### config.mk
export PLATFORM = sky130hd
export DESIGN_NAME = controle_busca
export DESIGN_NICKNAME = d
export VERILOG_FILES = /design/src/rtl/controle_busca_pkg.sv /design/src/rtl/controle_busca_incrementador_pc.sv /design/src/rtl/controle_busca.sv
export SDC_FILE = /design/constraint.sdc
export NUM_CORES = 1
export LEC_CHECK = 0
export CAP_MARGIN = 10
export CORE_ASPECT_RATIO = 2
export CORE_UTILIZATION = 50
export CTS_CLUSTER_DIAMETER = 150
export DETAILED_ROUTE_END_ITERATION = 8
export GPL_TIMING_DRIVEN = 0
export PLACE_DENSITY = 0.84
export SKIP_CTS_REPAIR_TIMING = 1
export SKIP_LAST_GASP = 1
export SLEW_MARGIN = 20
export SYNTH_ARGS = -nofsm -noshare
export SYNTH_HDL_FRONTEND = slang
export SYNTH_SLANG_ARGS = --single-unit
### constraint.sdc
create_clock -name clock -period 6.1 [get_ports clock]
set_clock_uncertainty 0.05 [all_clocks]
set_input_delay 1.22 -clock clock [delete_from_list [all_inputs] [get_ports clock]]
set_output_delay 1.22 -clock clock [all_outputs]
set_load 0.03 [all_outputs]
### src/rtl/controle_busca_pkg.sv
// Shared definitions for the instruction-fetch controller: FSM state encoding,
// the PC step and the target-alignment helper.
package controle_busca_pkg;

   typedef enum logic [2:0] {
      INICIO   = 3'd0,
      BUSCA    = 3'd1,
      ENTREGA  = 3'd2,
      DESCARTE = 3'd3,
      ERRO     = 3'd4
   } estado_t;

   localparam logic [31:0] INCREMENTO_PC = 32'd4;

   function automatic logic alvo_desalinhado(input logic [1:0] bits_baixos);
      return (bits_baixos != 2'b00);
   endfunction

endpackage

### src/rtl/controle_busca_incrementador_pc.sv
// Combinational sequential-PC adder; wraps modulo 2^LARGURA.
module incrementador_pc
   import controle_busca_pkg::*;
#(
   parameter int LARGURA = 32
) (
   input  logic [LARGURA-1:0] pc_i,
   output logic [LARGURA-1:0] pc_mais4_o
);

   assign pc_mais4_o = pc_i + LARGURA'(INCREMENTO_PC);

endmodule

### src/rtl/controle_busca.sv
// Instruction-fetch controller: owns the PC, runs the req/ack fetch with the
// instruction memory and hands one instruction at a time to decode.
module controle_busca
   import controle_busca_pkg::*;
#(
   parameter int                 LARGURA    = 32,
   parameter logic [LARGURA-1:0] PC_INICIAL = {LARGURA{1'b0}},
   parameter int                 MAX_ESPERA = 15
) (
   input  logic               clock,
   input  logic               reset,
   output logic               mem_req,
   output logic [LARGURA-1:0] mem_addr,
   input  logic               mem_ack,
   input  logic [LARGURA-1:0] mem_dado,
   output logic [LARGURA-1:0] instr,
   output logic               instr_valida,
   input  logic               stall,
   input  logic               desvio,
   input  logic [LARGURA-1:0] alvo,
   output logic [LARGURA-1:0] pc,
   output logic               erro
);

   localparam int             LC     = $clog2(MAX_ESPERA + 1);
   localparam logic [LC-1:0]  LIMITE = LC'(MAX_ESPERA);
   localparam logic [LC-1:0]  UM     = LC'(1);

   estado_t            estado_q, estado_d;
   logic [LARGURA-1:0] pc_q, pc_d;
   logic [LARGURA-1:0] alvo_pend_q, alvo_pend_d;
   logic [LARGURA-1:0] instr_q, instr_d;
   logic [LC-1:0]      contador_q, contador_d;
   logic               mem_req_q, mem_req_d;
   logic               instr_valida_q, instr_valida_d;
   logic               erro_q, erro_d;

   logic [LARGURA-1:0] pc_mais4_s;
   logic [LC-1:0]      contador_mais1_s;
   logic               desalinhado_s;
   logic               timeout_s;

   incrementador_pc #(.LARGURA(LARGURA)) u_incrementador_pc (
      .pc_i       (pc_q),
      .pc_mais4_o (pc_mais4_s)
   );

   assign contador_mais1_s = contador_q + UM;
   assign timeout_s        = (contador_mais1_s == LIMITE);
   assign desalinhado_s    = desvio && alvo_desalinhado(alvo[1:0]);

   // State register and all datapath registers
   always_ff @(posedge clock) begin
      if (reset) begin
         estado_q       <= INICIO;
         pc_q           <= PC_INICIAL;
         alvo_pend_q    <= {LARGURA{1'b0}};
         instr_q        <= {LARGURA{1'b0}};
         contador_q     <= {LC{1'b0}};
         mem_req_q      <= 1'b0;
         instr_valida_q <= 1'b0;
         erro_q         <= 1'b0;
      end else begin
         estado_q       <= estado_d;
         pc_q           <= pc_d;
         alvo_pend_q    <= alvo_pend_d;
         instr_q        <= instr_d;
         contador_q     <= contador_d;
         mem_req_q      <= mem_req_d;
         instr_valida_q <= instr_valida_d;
         erro_q         <= erro_d;
      end
   end

   // Next-state, PC, pending-target and timeout counter
   always_comb begin
      estado_d    = estado_q;
      pc_d        = pc_q;
      alvo_pend_d = alvo_pend_q;
      contador_d  = contador_q;
      case (estado_q)
         INICIO: begin
            if (desalinhado_s) estado_d = ERRO;
            else               estado_d = BUSCA;
         end
         BUSCA, DESCARTE: begin
            if (desalinhado_s) begin
               estado_d = ERRO;
            end else if (mem_ack) begin
               contador_d = {LC{1'b0}};
               if (desvio) begin
                  pc_d     = alvo;
                  estado_d = BUSCA;
               end else if (estado_q == DESCARTE) begin
                  pc_d     = alvo_pend_q;
                  estado_d = BUSCA;
               end else begin
                  estado_d = ENTREGA;
               end
            end else begin
               // The request already on the bus cannot be withdrawn, so a
               // redirect is parked in alvo_pend until the ack drains it.
               contador_d = contador_mais1_s;
               if (timeout_s) begin
                  estado_d = ERRO;
               end else if (desvio) begin
                  alvo_pend_d = alvo;
                  estado_d    = DESCARTE;
               end else begin
                  estado_d = estado_q;
               end
            end
         end
         ENTREGA: begin
            if (desalinhado_s) begin
               estado_d = ERRO;
            end else if (desvio) begin
               pc_d     = alvo;
               estado_d = BUSCA;
            end else if (stall) begin
               estado_d = ENTREGA;
            end else begin
               pc_d     = pc_mais4_s;
               estado_d = BUSCA;
            end
         end
         ERRO:    estado_d = ERRO;
         default: estado_d = ERRO;
      endcase
   end

   // Output register inputs, decoded from the upcoming state
   always_comb begin
      mem_req_d      = (estado_d == BUSCA) || (estado_d == DESCARTE);
      instr_valida_d = (estado_d == ENTREGA);
      erro_d         = (estado_d == ERRO);
      if ((estado_q == BUSCA) && (estado_d == ENTREGA)) begin
         instr_d = mem_dado;
      end else begin
         instr_d = instr_q;
      end
   end

   assign mem_req      = mem_req_q;
   assign mem_addr     = pc_q;
   assign instr        = instr_q;
   assign instr_valida = instr_valida_q;
   assign pc           = pc_q;
   assign erro         = erro_q;

endmodule

==> results.cfg, run 1 <==
[run_status]
outcome = finished clean

[route]
detail_route.vias_per_cell = 6.031
average_wire_per_cell_in_the_routed_design_microns = 19.17
post-route-drc-count = 0
ant_nets = 0
drt_iter0_markers = 602
vias = 6308
routed_wl_microns = 20050
drt_first_pass_iters = 7

[floorplan]
die_outline_area_sq_um = 11570
floorplan.die.width_microns = 76.57
floorplan.core_area_sq_um = 10880
floorplan.rows = 54
start_util_pct = 51.12
dieHeight_microns = 151.1
top_level_ports = 168

[worst_setup_path]
criticalPathCategory = in -> reg
critPathSlowestCell = sky130_fd_sc_hd__nor4_1
reg2reg_slack_ps = 3260
critical_path_required_ps = 6270
worst_r2r_startpoint = estado_q[1]$_SDFF_PP0_
crit_path_max_incr_delay_ps = 540
cp_num_buf_inv = 2
critical-path-top-delay-family = simple AND/OR/NAND/NOR gates
rr_endpoint = mem_addr[24]$_SDFFE_PP0P_
worst_r2r_path_depth = 7
path_cells = clkdlybuf4s50_1 -> o21ai_1 -> nand2b_1 -> nor4_1 -> buf_2 -> nand2_1 -> o32ai_1
worst-endpoint-arrival_ps = 3720
path_depth = 7
crit_path_launch_type = input port
critPathCaptureType = register
path_max_fanout = 10

[clock_tree]
clkLatencyLatePin_ps = 350
number_of_buffers_created_by_cts = 9
clock-sinks = 106
path_clk_slew_ps = 70
cts.htree.levels = 3
clock_tree_from_tritoncts = done
clock_root_buffer_master = sky130_fd_sc_hd__clkbuf_16
clock_path_buffers = 2

[timing]
layout_worst_path_cycle_share_pct = 58.27
final.setup.tns_ps = 0
clock.fmax_ghz = 0.2814
tightest_slew_ps = 889.5
final-hold-violation-count = 0
fin_hold_ws_ps = 409.9
max_slew_margin_pct = 40.24
layout_min_cycle_time_ps = 3554
finalMaxSlewViolations = 0
setup_viol_count_final = 0
rsz0062_at_grt = no

[layout]
fraction_of_final_layout_cells_with_drive_strength_greater_than_1_pct = 7.616
postLayoutCellArea_sq_um = 7721
area_growth_syn_to_layout_pct = 38.86
stdcell_count = 1046
num-fill-cells = 864
nNetsFinal = 973
antenna_cells = 0

[synth]
instance_count_of_the_mapped_netlist = 724
synth.distinct_cells = 58
dominantRegCellSynth = sky130_fd_sc_hd__dfxtp_1
syn_nets = 796
synth.top_cell.area_share_pct = 38.16
async_reset_ff_share_pct = 0
edff_count_synth = 0
synth-warning-count = 0
part_of_the_yosys_area_used_for_sequential_elements_pct = 38.16
yosysTopAreaCell = sky130_fd_sc_hd__dfxtp_1
synth_top_cells_by_area = sky130_fd_sc_hd__dfxtp_1, sky130_fd_sc_hd__nand2_1, sky130_fd_sc_hd__mux2i_1
ys_seq_elements = 106
synth_area_sq_um = 5560
post_synth_most_frequent_cells = sky130_fd_sc_hd__nand2_1, sky130_fd_sc_hd__dfxtp_1, sky130_fd_sc_hd__a21oi_1, sky130_fd_sc_hd__o21ai_0, sky130_fd_sc_hd__nor2_1
yosysMostFrequentCell = sky130_fd_sc_hd__nand2_1
synth.avg_cell_area_sq_um = 7.680

[placed_design]
input_output_buffers = 166
dpl-instance-area_sq_um = 7397
numPlacedInstances = 1030
gp_routability_congestion = 0.9825
dp_hpwl_microns = 15090

[pwr]
leakage_power_figure_nw = 2.638
power_density_nw_per_um2 = 205.4
internal_power_mw = 1.170
vdd_drop_max_mv = 0.2353
combPwrFrac_pct = 14.7
netSwitchingFraction_pct = 26.20
power.switching_mw = 0.4155
clockPowerShare_pct = 40.0
power.sequential.fraction_pct = 45.4

[global_routing]
grt_remaining_overflow = 0
grt_antenna_before_repair = 0
grt_pass1_vias = 6135
grtUsageTotal_pct = 34.23
first_pass_grt_wire_length_microns = 30700
grt_max_degree = 19

[min_path]
min_from = instr[6]$_SDFFE_PP0P_
type_of_the_most_critical_hold_path = reg -> reg
worstHoldPathCells = 2
whs_endpoint = instr[6]$_SDFFE_PP0P_

[flow_run]
maxCapViolations = 0
layout make-up:
class	instances	area, sq um	area share [%]
plain buffers	91	481.7	6.239
flip-flops and latches	106	2122	27.48
well taps	140	175.2	2.269
clock buffers	9	225.2	2.917
inverters	12	45.04	0.5834
multi-input cells	515	2912	37.71
clock inverters	7	98.84	1.280
repair buffers	166	1662	21.52
state kept, by name, indices dropped and copies added, names as in the netlist:
register / count
alvo_pend_q: 32
instr: 32
instr_valida: 1
estado_q: 3
erro: 1
contador_q: 4
mem_addr: 32
mem_req: 1
cell families after synthesis:
kind of cell | after synthesis | synth area share [%]
compound gates | 193 | 21.35
flops | 106 | 38.16
mux | 32 | 5.761
simple gates | 282 | 23.78
buf+inv | 103 | 9.473
fa+ha+maj | 3 | 0.6751
xor+xnor | 5 | 0.7875
power groups by stage:
stage,clock (mW),combinational [mW],sequential (mW)
floorplan,0,0.0991,0.750
global placement,0,0.225,0.734
detailed placement,0,0.228,0.735
CTS,0.639,0.230,0.719
global route,0.667,0.246,0.721
finish,0.634,0.233,0.719
stage by stage:
| step | setup WS (ps) | power [mW] | utilization [%] |
|---|---|---|---|
| after floorplan | 3163 | 0.8488 | - |
| after global placement | 2349 | 0.9589 | 68.00 |
| after detailed placement | 2295 | 0.9635 | 68.00 |
| after CTS | 2649 | 1.588 | 70.98 |
| after global routing | 2460 | 1.634 | 70.98 |
| final | 2546 | 1.586 | 70.98 |
tightest hold or removal path, stage by stage (launching register included):
cell	delay [ps]
sky130_fd_sc_hd__dfxtp_1	310
sky130_fd_sc_hd__nand2_1	50
sky130_fd_sc_hd__mux2i_1	50
routing by layer:
layer / routed length, microns / global-route usage [%] / vias to the layer above
li1: - / - / 2909
met1: 6745 / 33.78 / 2904
met2: 10690 / 64.37 / 401
met3: 1363 / 5.060 / 94
met4: 1251 / 24.81 / 0
met5: 0 / 0 / -
worst max-delay path by stage:
stage | startpoint | end | slack [ps]
3_3_place_gp | alvo[0] | mem_addr[29]$_SDFFE_PP0P_ | 2350
4_1_cts | alvo[0] | mem_addr[29]$_SDFFE_PP0P_ | 2650
5_1_grt | alvo[0] | mem_addr[24]$_SDFFE_PP0P_ | 2460
2_1_floorplan | desvio | mem_addr[4]$_SDFFE_PP0P_ | 3160
3_5_place_dp | alvo[0] | mem_addr[29]$_SDFFE_PP0P_ | 2290
6_report | alvo[0] | mem_addr[29]$_SDFFE_PP0P_ | 2550
placed cells by master (no fill, tap or decap), types with 5 or more instances in the layout:
master | synthesis | routed
sky130_fd_sc_hd__a211oi_1 | 20 | 20
sky130_fd_sc_hd__a21oi_1 | 61 | 61
sky130_fd_sc_hd__a31oi_1 | 8 | 8
sky130_fd_sc_hd__and3_1 | 12 | 12
sky130_fd_sc_hd__buf_2 | 9 | 9
sky130_fd_sc_hd__buf_4 | 32 | 32
sky130_fd_sc_hd__clkbuf_1 | 48 | 48
sky130_fd_sc_hd__clkbuf_16 | 0 | 9
sky130_fd_sc_hd__clkdlybuf4s50_1 | 0 | 166
sky130_fd_sc_hd__dfxtp_1 | 106 | 106
sky130_fd_sc_hd__inv_1 | 12 | 12
sky130_fd_sc_hd__mux2i_1 | 32 | 32
sky130_fd_sc_hd__nand2_1 | 113 | 113
sky130_fd_sc_hd__nand3_1 | 46 | 46
sky130_fd_sc_hd__nand4_1 | 5 | 5
sky130_fd_sc_hd__nor2_1 | 50 | 50
sky130_fd_sc_hd__nor3_1 | 14 | 14
sky130_fd_sc_hd__nor4_1 | 8 | 8
sky130_fd_sc_hd__o211ai_1 | 5 | 5
sky130_fd_sc_hd__o21ai_0 | 58 | 58
sky130_fd_sc_hd__o32ai_1 | 5 | 5
sky130_fd_sc_hd__or3_1 | 7 | 7
sky130_fd_sc_hd__or4_1 | 5 | 5
Power figures use the tool's default switching activity.
==> run 2, diff against run 1 <==
--- a/config.mk
+++ b/config.mk
@@ -7,11 +7,11 @@
 export LEC_CHECK = 0
 export CAP_MARGIN = 10
 export CORE_ASPECT_RATIO = 2
-export CORE_UTILIZATION = 50
+export CORE_UTILIZATION = 48
 export CTS_CLUSTER_DIAMETER = 150
 export DETAILED_ROUTE_END_ITERATION = 8
 export GPL_TIMING_DRIVEN = 0
-export PLACE_DENSITY = 0.84
+export PLACE_DENSITY = 0.81
 export SKIP_CTS_REPAIR_TIMING = 1
 export SKIP_LAST_GASP = 1
 export SLEW_MARGIN = 20
==> constraint.sdc (replaced) <==
create_clock -name clock -period 3.3 [get_ports clock]
set_clock_uncertainty 0.05 [all_clocks]
set_input_delay 0.66 -clock clock [delete_from_list [all_inputs] [get_ports clock]]
set_output_delay 0.66 -clock clock [all_outputs]
set_load 0.03 [all_outputs]
==> results.cfg, run 2 (synthesized netlist as in run 1, its figures left out) <==
[clock_tree]
cts.htree.levels = 3
clock_path_buffers = 2
clock_root_buffer_master = sky130_fd_sc_hd__clkbuf_16
clkLatencyLatePin_ps = 360
clock_tree_from_tritoncts = done
number_of_buffers_created_by_cts = 9
path_clk_slew_ps = 70
clock-sinks = 106

[global_routing]
grtUsageTotal_pct = 33.42
grt_pass1_vias = 6339
grt_antenna_before_repair = 0
first_pass_grt_wire_length_microns = 31350
grt_max_degree = 19
grt_remaining_overflow = 0

[layout]
nNetsFinal = 973
final-seq-area_sq_um = 2122
multi_input_comb_area_sq_um = 2912
fraction_of_final_layout_cells_with_drive_strength_greater_than_1_pct = 7.616
num-fill-cells = 1006
layout_commonest_cell = sky130_fd_sc_hd__clkdlybuf4s50_1
antenna_cells = 0
area_growth_syn_to_layout_pct = 38.23
layout_common_cells = sky130_fd_sc_hd__clkdlybuf4s50_1, sky130_fd_sc_hd__nand2_1, sky130_fd_sc_hd__dfxtp_1, sky130_fd_sc_hd__a21oi_1, sky130_fd_sc_hd__o21ai_0

[route]
ant_nets = 0
post-route-drc-count = 0
average_wire_per_cell_in_the_routed_design_microns = 19.31
routed_wl_microns = 20240
route.top_layer_used = met4
drt_first_pass_iters = 5
drt_iter0_markers = 451
met1_length_microns = 6690
vias = 6346
detailroute.wirelength.met3_microns = 1302
met2_wire_length_microns = 11100
detail_route.vias_per_cell = 6.055

[worst_setup_path]
worst_setup_path_startpoint = alvo[0]
critical-path-top-delay-family = simple AND/OR/NAND/NOR gates
critPathCaptureType = register
crit_path_max_incr_delay_ps = 550
path_cells = clkdlybuf4s50_1 -> o21ai_1 -> nand2b_1 -> nor4_1 -> buf_2 -> nand2_1 -> o211ai_1
critical_path_required_ps = 3520
crit_path_launch_type = input port
criticalPathCategory = in -> reg
worst_r2r_startpoint = mem_addr[2]$_SDFFE_PP0P_
worst-endpoint-arrival_ps = 3200
cp_num_buf_inv = 2
path_max_fanout = 10
critPathSlowestCell = sky130_fd_sc_hd__nor4_1

[timing]
clock.fmax_ghz = 0.3349
tightest_slew_ps = 844.0
setup_viol_count_final = 0
max_slew_margin_pct = 43.30
layout_min_cycle_time_ps = 2986
finalMaxSlewViolations = 0
layout_worst_path_cycle_share_pct = 90.48
final-hold-violation-count = 0
final.setup.tns_ps = 0
rsz0062_at_grt = no

[placed_design]
input_output_buffers = 166
dp_hpwl_microns = 15410
gp_routability_congestion = 0.9648

[pwr]
vdd_drop_max_mv = 0.2893
leakage_power_figure_nw = 2.621
power_density_nw_per_um2 = 367.4
fin_total_pwr_mw = 2.824

[floorplan]
floorplan.die.width_microns = 78.11
dieHeight_microns = 154.2
start_util_pct = 49.27
floorplan.core_area_sq_um = 11290
die_outline_area_sq_um = 12040
floorplan.rows = 55
top_level_ports = 168

[flow_run]
maxCapViolations = 0

[min_path]
type_of_the_most_critical_hold_path = reg -> reg
min_from = instr[1]$_SDFFE_PP0P_

[run_status]
outcome = finished clean
-- run 2: cell count changes in the layout (fill, tap and decap cells not counted) --
cell,before,now
sky130_fd_sc_hd__clkbuf_8,0,1
sky130_fd_sc_hd__inv_6,2,3
sky130_fd_sc_hd__bufinv_16,2,0
-- run 2: layout make-up --
type,count,area share [%]
plain buffers,91,6.267
repair buffers,166,21.62
inverters,12,0.5860
clock buffers,10,3.109
clock inverters,6,0.6186
multi-input cells,515,37.88
well taps,142,2.312
flip-flops and latches,106,27.61
-- run 2: power by group --
group	internal, mW	switching (mW)
combinational	0.192	0.238
clock	0.542	0.522
sequential	1.30	0.0291
-- run 2: metrics by stage --
stage | setup WS (ps) | utilization, % | cell area, sq um | hold WS, ps | std cells
after CTS | 431.5 | 68.10 | 7686 | 410.6 | 1048
final | 314.1 | 68.10 | 7686 | 409.4 | 1048
after global placement | 146.0 | 65.57 | 7400 | 391.1 | 1032
after global routing | 164.7 | 68.10 | 7686 | 426.3 | 1048
after detailed placement | 92.20 | 65.57 | 7400 | 400.9 | 1032
after floorplan | 856.1 | - | 5560 | 399.0 | 724
-- run 2: routing by layer --
| metal | up-vias | track usage [%] |
|---|---|---|
| li1 | 2906 | - |
| met1 | 2978 | 31.37 |
| met2 | 379 | 63.74 |
| met3 | 83 | 5.723 |
| met4 | 0 | 22.49 |
| met5 | - | 0 |
-- run 2: path summary, 6_finish.rpt --
| kind | endpoint | slack (ps) | cells past startpoint |
|---|---|---|---|
| setup / recovery | mem_addr[25]$_SDFFE_PP0P_ | 310 | 7 |
| hold / removal | instr[1]$_SDFFE_PP0P_ | 410 | 2 |
| setup reg to reg | mem_addr[18]$_SDFFE_PP0P_ | 590 | 7 |
| hold reg to reg | instr[1]$_SDFFE_PP0P_ | 410 | 2 |
-- run 2: worst register-to-register path, cell delays in order (launching register included) --
cell	delay, ps
sky130_fd_sc_hd__dfxtp_1	560
sky130_fd_sc_hd__ha_1	320
sky130_fd_sc_hd__nand2_1	200
sky130_fd_sc_hd__or2_2	320
sky130_fd_sc_hd__clkbuf_1	200
sky130_fd_sc_hd__or4_1	550
sky130_fd_sc_hd__a31o_1	260
sky130_fd_sc_hd__a211oi_2	170
